===== src/rtl/addr_trans_ctrl_if.sv =====
// Address-translation bundle shared by the mode controller and the L1/TLB/walker side.
interface address_translation_if;
  logic sv32;
  logic sv39;
  logic sv48;
  logic sv57;
  logic sv64;
  logic addr_trans_on;

  modport walker (output sv32, sv39, sv48, sv57, sv64, addr_trans_on);
  modport client (input  sv32, sv39, sv48, sv57, sv64, addr_trans_on);
endinterface


===== src/rtl/addr_trans_ctrl.sv =====
// Translation-mode controller: serialises satp MODE writes and SFENCE.VMA through a TLB flush.
// Optional flush watchdog enabled by defining ADDR_TRANS_FLUSH_TIMEOUT_EN.
module addr_trans_ctrl #(
  parameter int unsigned FLUSH_TIMEOUT = 64
) (
  input  logic       CLK,
  input  logic       RST,
  input  logic       satp_wr_req,
  input  logic       satp_mode_wdata,
  output logic       satp_wr_ack,
  input  logic       sfence_req,
  output logic       sfence_ack,
  input  logic [1:0] priv_level,
  input  logic       mprv,
  input  logic [1:0] mpp,
  output logic       tlb_flush_req,
  input  logic       tlb_flush_done,
  output logic       busy,
  output logic       flush_timeout,
  output logic       fetch_trans_on,
  address_translation_if.walker at_if
);

  localparam int unsigned PRIV_W = 2;
  localparam logic [PRIV_W-1:0] PRIV_M = PRIV_W'(3);

  typedef enum logic [1:0] {
    ST_RUN   = 2'd0,
    ST_FLUSH = 2'd1,
    ST_APPLY = 2'd2
  } state_t;

  state_t            state_q;
  logic              mode_q;
  logic              pend_q;
  logic [1:0]        src_q;
  logic [PRIV_W-1:0] dpriv_c;
  logic              mode_next_c;
  logic              expire_c;

  // Data accesses may run at MPP privilege under MPRV; fetch always uses the current level.
  always_comb begin
    dpriv_c     = mprv ? mpp : priv_level;
    mode_next_c = (state_q == ST_APPLY) ? pend_q : mode_q;
  end

`ifdef ADDR_TRANS_FLUSH_TIMEOUT_EN
  localparam int unsigned CNT_W = (FLUSH_TIMEOUT > 1) ? $clog2(FLUSH_TIMEOUT) : 1;

  logic [CNT_W-1:0] cnt_q;

  // Watchdog fires on the last allowed FLUSH cycle unless the TLBs answer in that same cycle.
  assign expire_c = (state_q == ST_FLUSH) && !tlb_flush_done &&
                    (cnt_q == CNT_W'(FLUSH_TIMEOUT - 1));

  always_ff @(posedge CLK) begin
    if (RST) begin
      cnt_q         <= '0;
      flush_timeout <= 1'b0;
    end else begin
      if (state_q == ST_RUN) begin
        cnt_q <= '0;
      end else if (state_q == ST_FLUSH) begin
        cnt_q <= cnt_q + CNT_W'(1);
      end
      if (expire_c) begin
        flush_timeout <= 1'b1;
      end
    end
  end
`else
  // Without the watchdog FLUSH waits for the TLBs forever; the limit is only sanity-checked.
  if (FLUSH_TIMEOUT == 0) begin : g_timeout_param_unused
  end

  assign expire_c = 1'b0;

  always_ff @(posedge CLK) begin
    flush_timeout <= 1'b0;
  end
`endif

  // Main FSM; acks, flush request and busy are set on the edge entering the state they belong to.
  always_ff @(posedge CLK) begin
    if (RST) begin
      state_q             <= ST_RUN;
      mode_q              <= 1'b0;
      pend_q              <= 1'b0;
      src_q               <= 2'b00;
      satp_wr_ack         <= 1'b0;
      sfence_ack          <= 1'b0;
      tlb_flush_req       <= 1'b0;
      busy                <= 1'b0;
      fetch_trans_on      <= 1'b0;
      at_if.sv32          <= 1'b0;
      at_if.addr_trans_on <= 1'b0;
    end else begin
      satp_wr_ack <= 1'b0;
      sfence_ack  <= 1'b0;
      unique case (state_q)
        ST_RUN: begin
          if (satp_wr_req || sfence_req) begin
            state_q       <= ST_FLUSH;
            pend_q        <= satp_wr_req ? satp_mode_wdata : mode_q;
            src_q         <= {satp_wr_req, sfence_req};
            tlb_flush_req <= 1'b1;
            busy          <= 1'b1;
          end
        end
        ST_FLUSH: begin
          if (tlb_flush_done || expire_c) begin
            state_q       <= ST_APPLY;
            tlb_flush_req <= 1'b0;
            satp_wr_ack   <= src_q[1];
            sfence_ack    <= src_q[0];
          end
        end
        ST_APPLY: begin
          state_q <= ST_RUN;
          mode_q  <= pend_q;
          busy    <= 1'b0;
        end
        default: begin
          state_q       <= ST_RUN;
          tlb_flush_req <= 1'b0;
          busy          <= 1'b0;
        end
      endcase
      at_if.sv32          <= mode_next_c;
      at_if.addr_trans_on <= mode_next_c && (dpriv_c != PRIV_M);
      fetch_trans_on      <= mode_next_c && (priv_level != PRIV_M);
    end
  end

  // RV32 only: the wider Sv modes never become active.
  always_ff @(posedge CLK) begin
    at_if.sv39 <= 1'b0;
    at_if.sv48 <= 1'b0;
    at_if.sv57 <= 1'b0;
    at_if.sv64 <= 1'b0;
  end

endmodule


===== src/flat_wrapper.sv =====
// flat-port wrapper written by rule: the top's interface ports become plain ports
module addr_trans_ctrl_flat 
#(
  parameter int unsigned FLUSH_TIMEOUT = 64
)
  (CLK, RST, satp_wr_req, satp_mode_wdata, satp_wr_ack, sfence_req, sfence_ack, priv_level, mprv, mpp, tlb_flush_req, tlb_flush_done, busy, flush_timeout, fetch_trans_on, at_if_sv32, at_if_sv39, at_if_sv48, at_if_sv57, at_if_sv64, at_if_addr_trans_on);
  address_translation_if at_if_i ();
  input  logic CLK;
  input  logic RST;
  input  logic satp_wr_req;
  input  logic satp_mode_wdata;
  output logic satp_wr_ack;
  input  logic sfence_req;
  output logic sfence_ack;
  input  logic [1:0] priv_level;
  input  logic mprv;
  input  logic [1:0] mpp;
  output logic tlb_flush_req;
  input  logic tlb_flush_done;
  output logic busy;
  output logic flush_timeout;
  output logic fetch_trans_on;
  output wire logic [$bits(at_if_i.sv32)-1:0] at_if_sv32;
  output wire logic [$bits(at_if_i.sv39)-1:0] at_if_sv39;
  output wire logic [$bits(at_if_i.sv48)-1:0] at_if_sv48;
  output wire logic [$bits(at_if_i.sv57)-1:0] at_if_sv57;
  output wire logic [$bits(at_if_i.sv64)-1:0] at_if_sv64;
  output wire logic [$bits(at_if_i.addr_trans_on)-1:0] at_if_addr_trans_on;
  assign at_if_sv32 = at_if_i.sv32;
  assign at_if_sv39 = at_if_i.sv39;
  assign at_if_sv48 = at_if_i.sv48;
  assign at_if_sv57 = at_if_i.sv57;
  assign at_if_sv64 = at_if_i.sv64;
  assign at_if_addr_trans_on = at_if_i.addr_trans_on;
  addr_trans_ctrl #(.FLUSH_TIMEOUT(FLUSH_TIMEOUT)) u_core (.CLK(CLK), .RST(RST), .satp_wr_req(satp_wr_req), .satp_mode_wdata(satp_mode_wdata), .satp_wr_ack(satp_wr_ack), .sfence_req(sfence_req), .sfence_ack(sfence_ack), .priv_level(priv_level), .mprv(mprv), .mpp(mpp), .tlb_flush_req(tlb_flush_req), .tlb_flush_done(tlb_flush_done), .busy(busy), .flush_timeout(flush_timeout), .fetch_trans_on(fetch_trans_on), .at_if(at_if_i));
endmodule

===== config.mk =====
export PLATFORM = sky130hd
export DESIGN_NAME = addr_trans_ctrl_flat
export DESIGN_NICKNAME = d
export VERILOG_FILES = /design/src/rtl/addr_trans_ctrl_if.sv /design/src/rtl/addr_trans_ctrl.sv /design/src/flat_wrapper.sv
export SDC_FILE = /design/constraint.sdc
export NUM_CORES = 1
export LEC_CHECK = 0
export BUFFER_PORTS_ARGS = -buffer_cell sky130_fd_sc_hd__buf_2
export CELL_PAD_IN_SITES_DETAIL_PLACEMENT = 1
export CELL_PAD_IN_SITES_GLOBAL_PLACEMENT = 1
export CORE_MARGIN = 1
export CORE_UTILIZATION = 28
export DETAILED_ROUTE_END_ITERATION = 16
export MAX_ROUTING_LAYER = met4
export PLACE_DENSITY = 0.66
export SETUP_SLACK_MARGIN = 0.2
export SYNTH_ARGS = -nofsm -noshare
export SYNTH_HDL_FRONTEND = slang
export SYNTH_SLANG_ARGS = --single-unit
export TNS_END_PERCENT = 30

===== constraint.sdc =====
create_clock -name CLK -period 0.9 [get_ports CLK]
set_input_delay 0.09 -clock CLK [delete_from_list [all_inputs] [get_ports CLK]]
set_output_delay 0.09 -clock CLK [all_outputs]
set_load 0.01 [all_outputs]

==> impl_metrics.env <==
export IMPL_r2r_start="u_core.state_q[1]"
export IMPL_fillCellCount=180
export IMPL_crit_required_ns=1.05
export IMPL_unrepaired_setup_endpoints_after_global_routing="yes"
export IMPL_drtAntennaViolNets=0
export IMPL_initialDrtViolationCount=2
export IMPL_dpl_hpwl_um=770
export IMPL_peakVddDrop_mv=0.667
export IMPL_finalCoreUtilization_pct=41.7
export IMPL_setup_tns_final_ns=-0.416
export IMPL_clockPowerShare_pct=29.0
export IMPL_synth_cells_most_frequent="12 x dfxtp_1, 5 x a21oi_1, 5 x buf_4, 5 x nand2_1, 3 x or3b_1"
export IMPL_hold_slack_ns=0.131
export IMPL_detail_route_vias_per_cell=4.73
export IMPL_clock_skew_ns=0.00127
export IMPL_endpoint_kind="flip-flop"
export IMPL_finalHoldViolations=0
export IMPL_count_of_synthesis_stage_warnings_from_yosys=0
export IMPL_synth_cell_area_um2=493
export IMPL_timing_critical_path_fanout_max=8
export IMPL_worst_r2r_setup_slack_ns=-0.09
export IMPL_vias=402
export IMPL_post_route_period_util_pct=110
export IMPL_drive_above_1_share_pct=53.6
export IMPL_power_switching_share_pct=24.5
export IMPL_num_rows=14
export IMPL_first_global_vias=395
export IMPL_cp_startpoint="u_core.state_q[1]"
export IMPL_worst_slack_ns=-0.0876
export IMPL_share_of_synthesized_flip_flops_with_an_asynchronous_set_or_reset_pct=0
export IMPL_hold_class="in -> reg"
export IMPL_cap_violations=0
export IMPL_failed_checks="design-rule violations, negative setup slack"
export IMPL_synth_top_area_cell="dfxtp_1"
export IMPL_synth_seq_area_share_pct=48.7
export IMPL_r2r_end="u_core.src_q[0]"
export IMPL_clock_tree_buffer_depth=2
export IMPL_cts_clk_slew_worst_paths_ns=0.07
export IMPL_globalRouteOverflowTotal=0
export IMPL_holdPathStages=4
export IMPL_tritoncts="built"
export IMPL_multi_input_area_um2=245
export IMPL_final_setup_viol_count=7
export IMPL_status="complete, but fails checks"
export IMPL_cts_hold_fix_buffers=0
export IMPL_setup_crit_end="u_core.src_q[0]"
export IMPL_pwr_share_seq_pct=55.3
export IMPL_drc=1
export IMPL_grt_start_max_net_pins=9
export IMPL_coreArea_um2=1580
export IMPL_io_pin_count=23
export IMPL_cts_repair_timing_setup_buffer_count=0
export IMPL_clock_sinks=12
export IMPL_synth_top_area_share_pct=48.7
export IMPL_internal_power_mw=0.806
export IMPL_clock_fmax_mhz=1010
export IMPL_netlist_cell_types=20
export IMPL_worst_ep_arrival_time_ns=1.14
export IMPL_num_antenna_cells=0
export IMPL_p_per_area_nw_per_um2=1620
export IMPL_floorplan_die_height_um=44.0
export IMPL_crit_path_start_kind="flip-flop"
export IMPL_switching_power_mw=0.262
export IMPL_grt_total_usage_pct=11.9
export IMPL_synth_edf_count=0
export IMPL_logic_pwr_share_pct=15.6
export IMPL_die_area_um2=1930
export IMPL_grt_antenna_before_repair=0
export IMPL_floorplan_die_width_um=44.0
export IMPL_place_port_buffers=17
export IMPL_hold_start="mpp[0]"
export IMPL_drt_pass1_iter_count=11
export IMPL_wl_per_cell_um=10.9
export IMPL_final_area_um2=658
export IMPL_cts_root_buf="clkbuf_4"
export IMPL_ff_latch_area_um2=251
export IMPL_finalCriticalPeriod_ns=0.988
export IMPL_grt_pass1_wl_um=1570
export IMPL_slew_violations=0
export IMPL_finalWeightedCongestion=0.666
export IMPL_final_net_count=82
export IMPL_total_power_mw=1.07
export IMPL_post_dp_cell_area_um2=598
export IMPL_clock_insertion_delay_worst_skew_ns=0.26
export IMPL_r2r_cells=3
export IMPL_synth_main_ff_cell="dfxtp_1"
export IMPL_area_growth_syn_to_layout_pct=33.5
export IMPL_syn_instance_count=49
export IMPL_number_of_levels_the_h_tree_was_split_into=1
export IMPL_yosys_register_bits=12
export IMPL_critPathKind="reg -> reg"
export IMPL_static_leakage_power_nw=0.293
export IMPL_yosysMostFrequentCell="dfxtp_1"
export IMPL_synth_area_leaders="dfxtp_1 49%, buf_4 7.6%, or3b_1 5.3%"
export IMPL_wire_length_reported_by_the_detailed_router_um=928
export IMPL_floorplan_initialDensity_pct=31.3
export IMPL_numCtsBuffers=3
export IMPL_syn_area_per_cell_um2=10.1
## layer usage
| layer | global-route usage (%) | vias up | wire length (um) |
|---|---|---|---|
| li1 | - | 198 | - |
| met1 | 12.8 | 186 | 421 |
| met2 | 19.1 | 18 | 445 |
| met3 | 3.75 | 0 | 60 |
| met4 | 7.27 | 0 | 0 |
| met5 | - | - | 0 |
## repair_timing
item                                    CTS  global route
pin swaps                                 0             2
endpoints found under the setup margin   19            19
resized for setup                         8             4
## cell usage in the layout, fill, tap and decap left out, drive strengths merged
cell type / instances
a311oi: 1
or3b: 3
a21oi: 6
conb: 5
nor2: 2
or2: 1
mux2i: 2
nor3: 1
and2: 2
nor3b: 1
o21ai: 2
nand2: 5
nand2b: 2
dfxtp: 12
and4bb: 1
nand3: 1
buf: 19
clkbuf: 3
## power groups by stage
stage | Clock, mW | Sequential (mW) | Combinational (mW)
5_1_grt | 0.356 | 0.595 | 0.185
6_report | 0.310 | 0.591 | 0.167
3_5_place_dp | 0 | 0.601 | 0.149
2_1_floorplan | 0 | 0.603 | 0.106
4_1_cts | 0.331 | 0.592 | 0.161
3_3_place_gp | 0 | 0.601 | 0.144
## logic make-up (layout without fill, tap and decap cells)
kind of cell	Yosys count	after routing	share of synthesized area [%]
flops	12	12	48.7
simple gates	19	19	25.1
other cells	1	5	0.761
compound gates	9	9	10.7
buf+inv	6	22	9.90
mux	2	2	4.82
## worst max-delay path, stage by stage (launching register included)
cell	delay (ns)
dfxtp_4	0.37
or3b_1	0.38
nand2_1	0.07
a21oi_1	0.06
## final cells by class
cell class | instances | share of cell area, %
sequential | 12 | 38.2
multi-input combinational | 35 | 37.3
timing repair buffer | 19 | 18.1
clock buffer | 3 | 3.42
tap | 16 | 3.04
## registers in the layout (all words and copies together), names as in the netlist
| register | flops |
|---|---|
| u_core.sfence_ack | 1 |
| u_core.at_if.sv32 | 1 |
| u_core.satp_wr_ack | 1 |
| u_core.state_q | 2 |
| u_core.src_q | 2 |
| u_core.pend_q | 1 |
| u_core.at_if.addr_trans_on | 1 |
| u_core.fetch_trans_on | 1 |
| u_core.busy | 1 |
| u_core.tlb_flush_req | 1 |
## through the flow
step	std cells	worst slack, ns
global route	85	-0.109
detailed placement	82	-0.0995
floorplan	53	-0.0166
global placement	82	-0.0597
CTS	85	-0.0891
finish	85	-0.0876
## worst min-delay path by stage
| stage | endpoint | slack, ns |
|---|---|---|
| 2_1_floorplan | u_core.state_q[0] | 0.27 |
| 3_3_place_gp | u_core.state_q[0] | 0.40 |
| 3_5_place_dp | u_core.state_q[0] | 0.41 |
| 4_1_cts | u_core.state_q[0] | 0.12 |
| 5_1_grt | u_core.fetch_trans_on | 0.14 |
| 6_report | u_core.at_if.addr_trans_on | 0.13 |
Power figures use the tool's default switching activity.
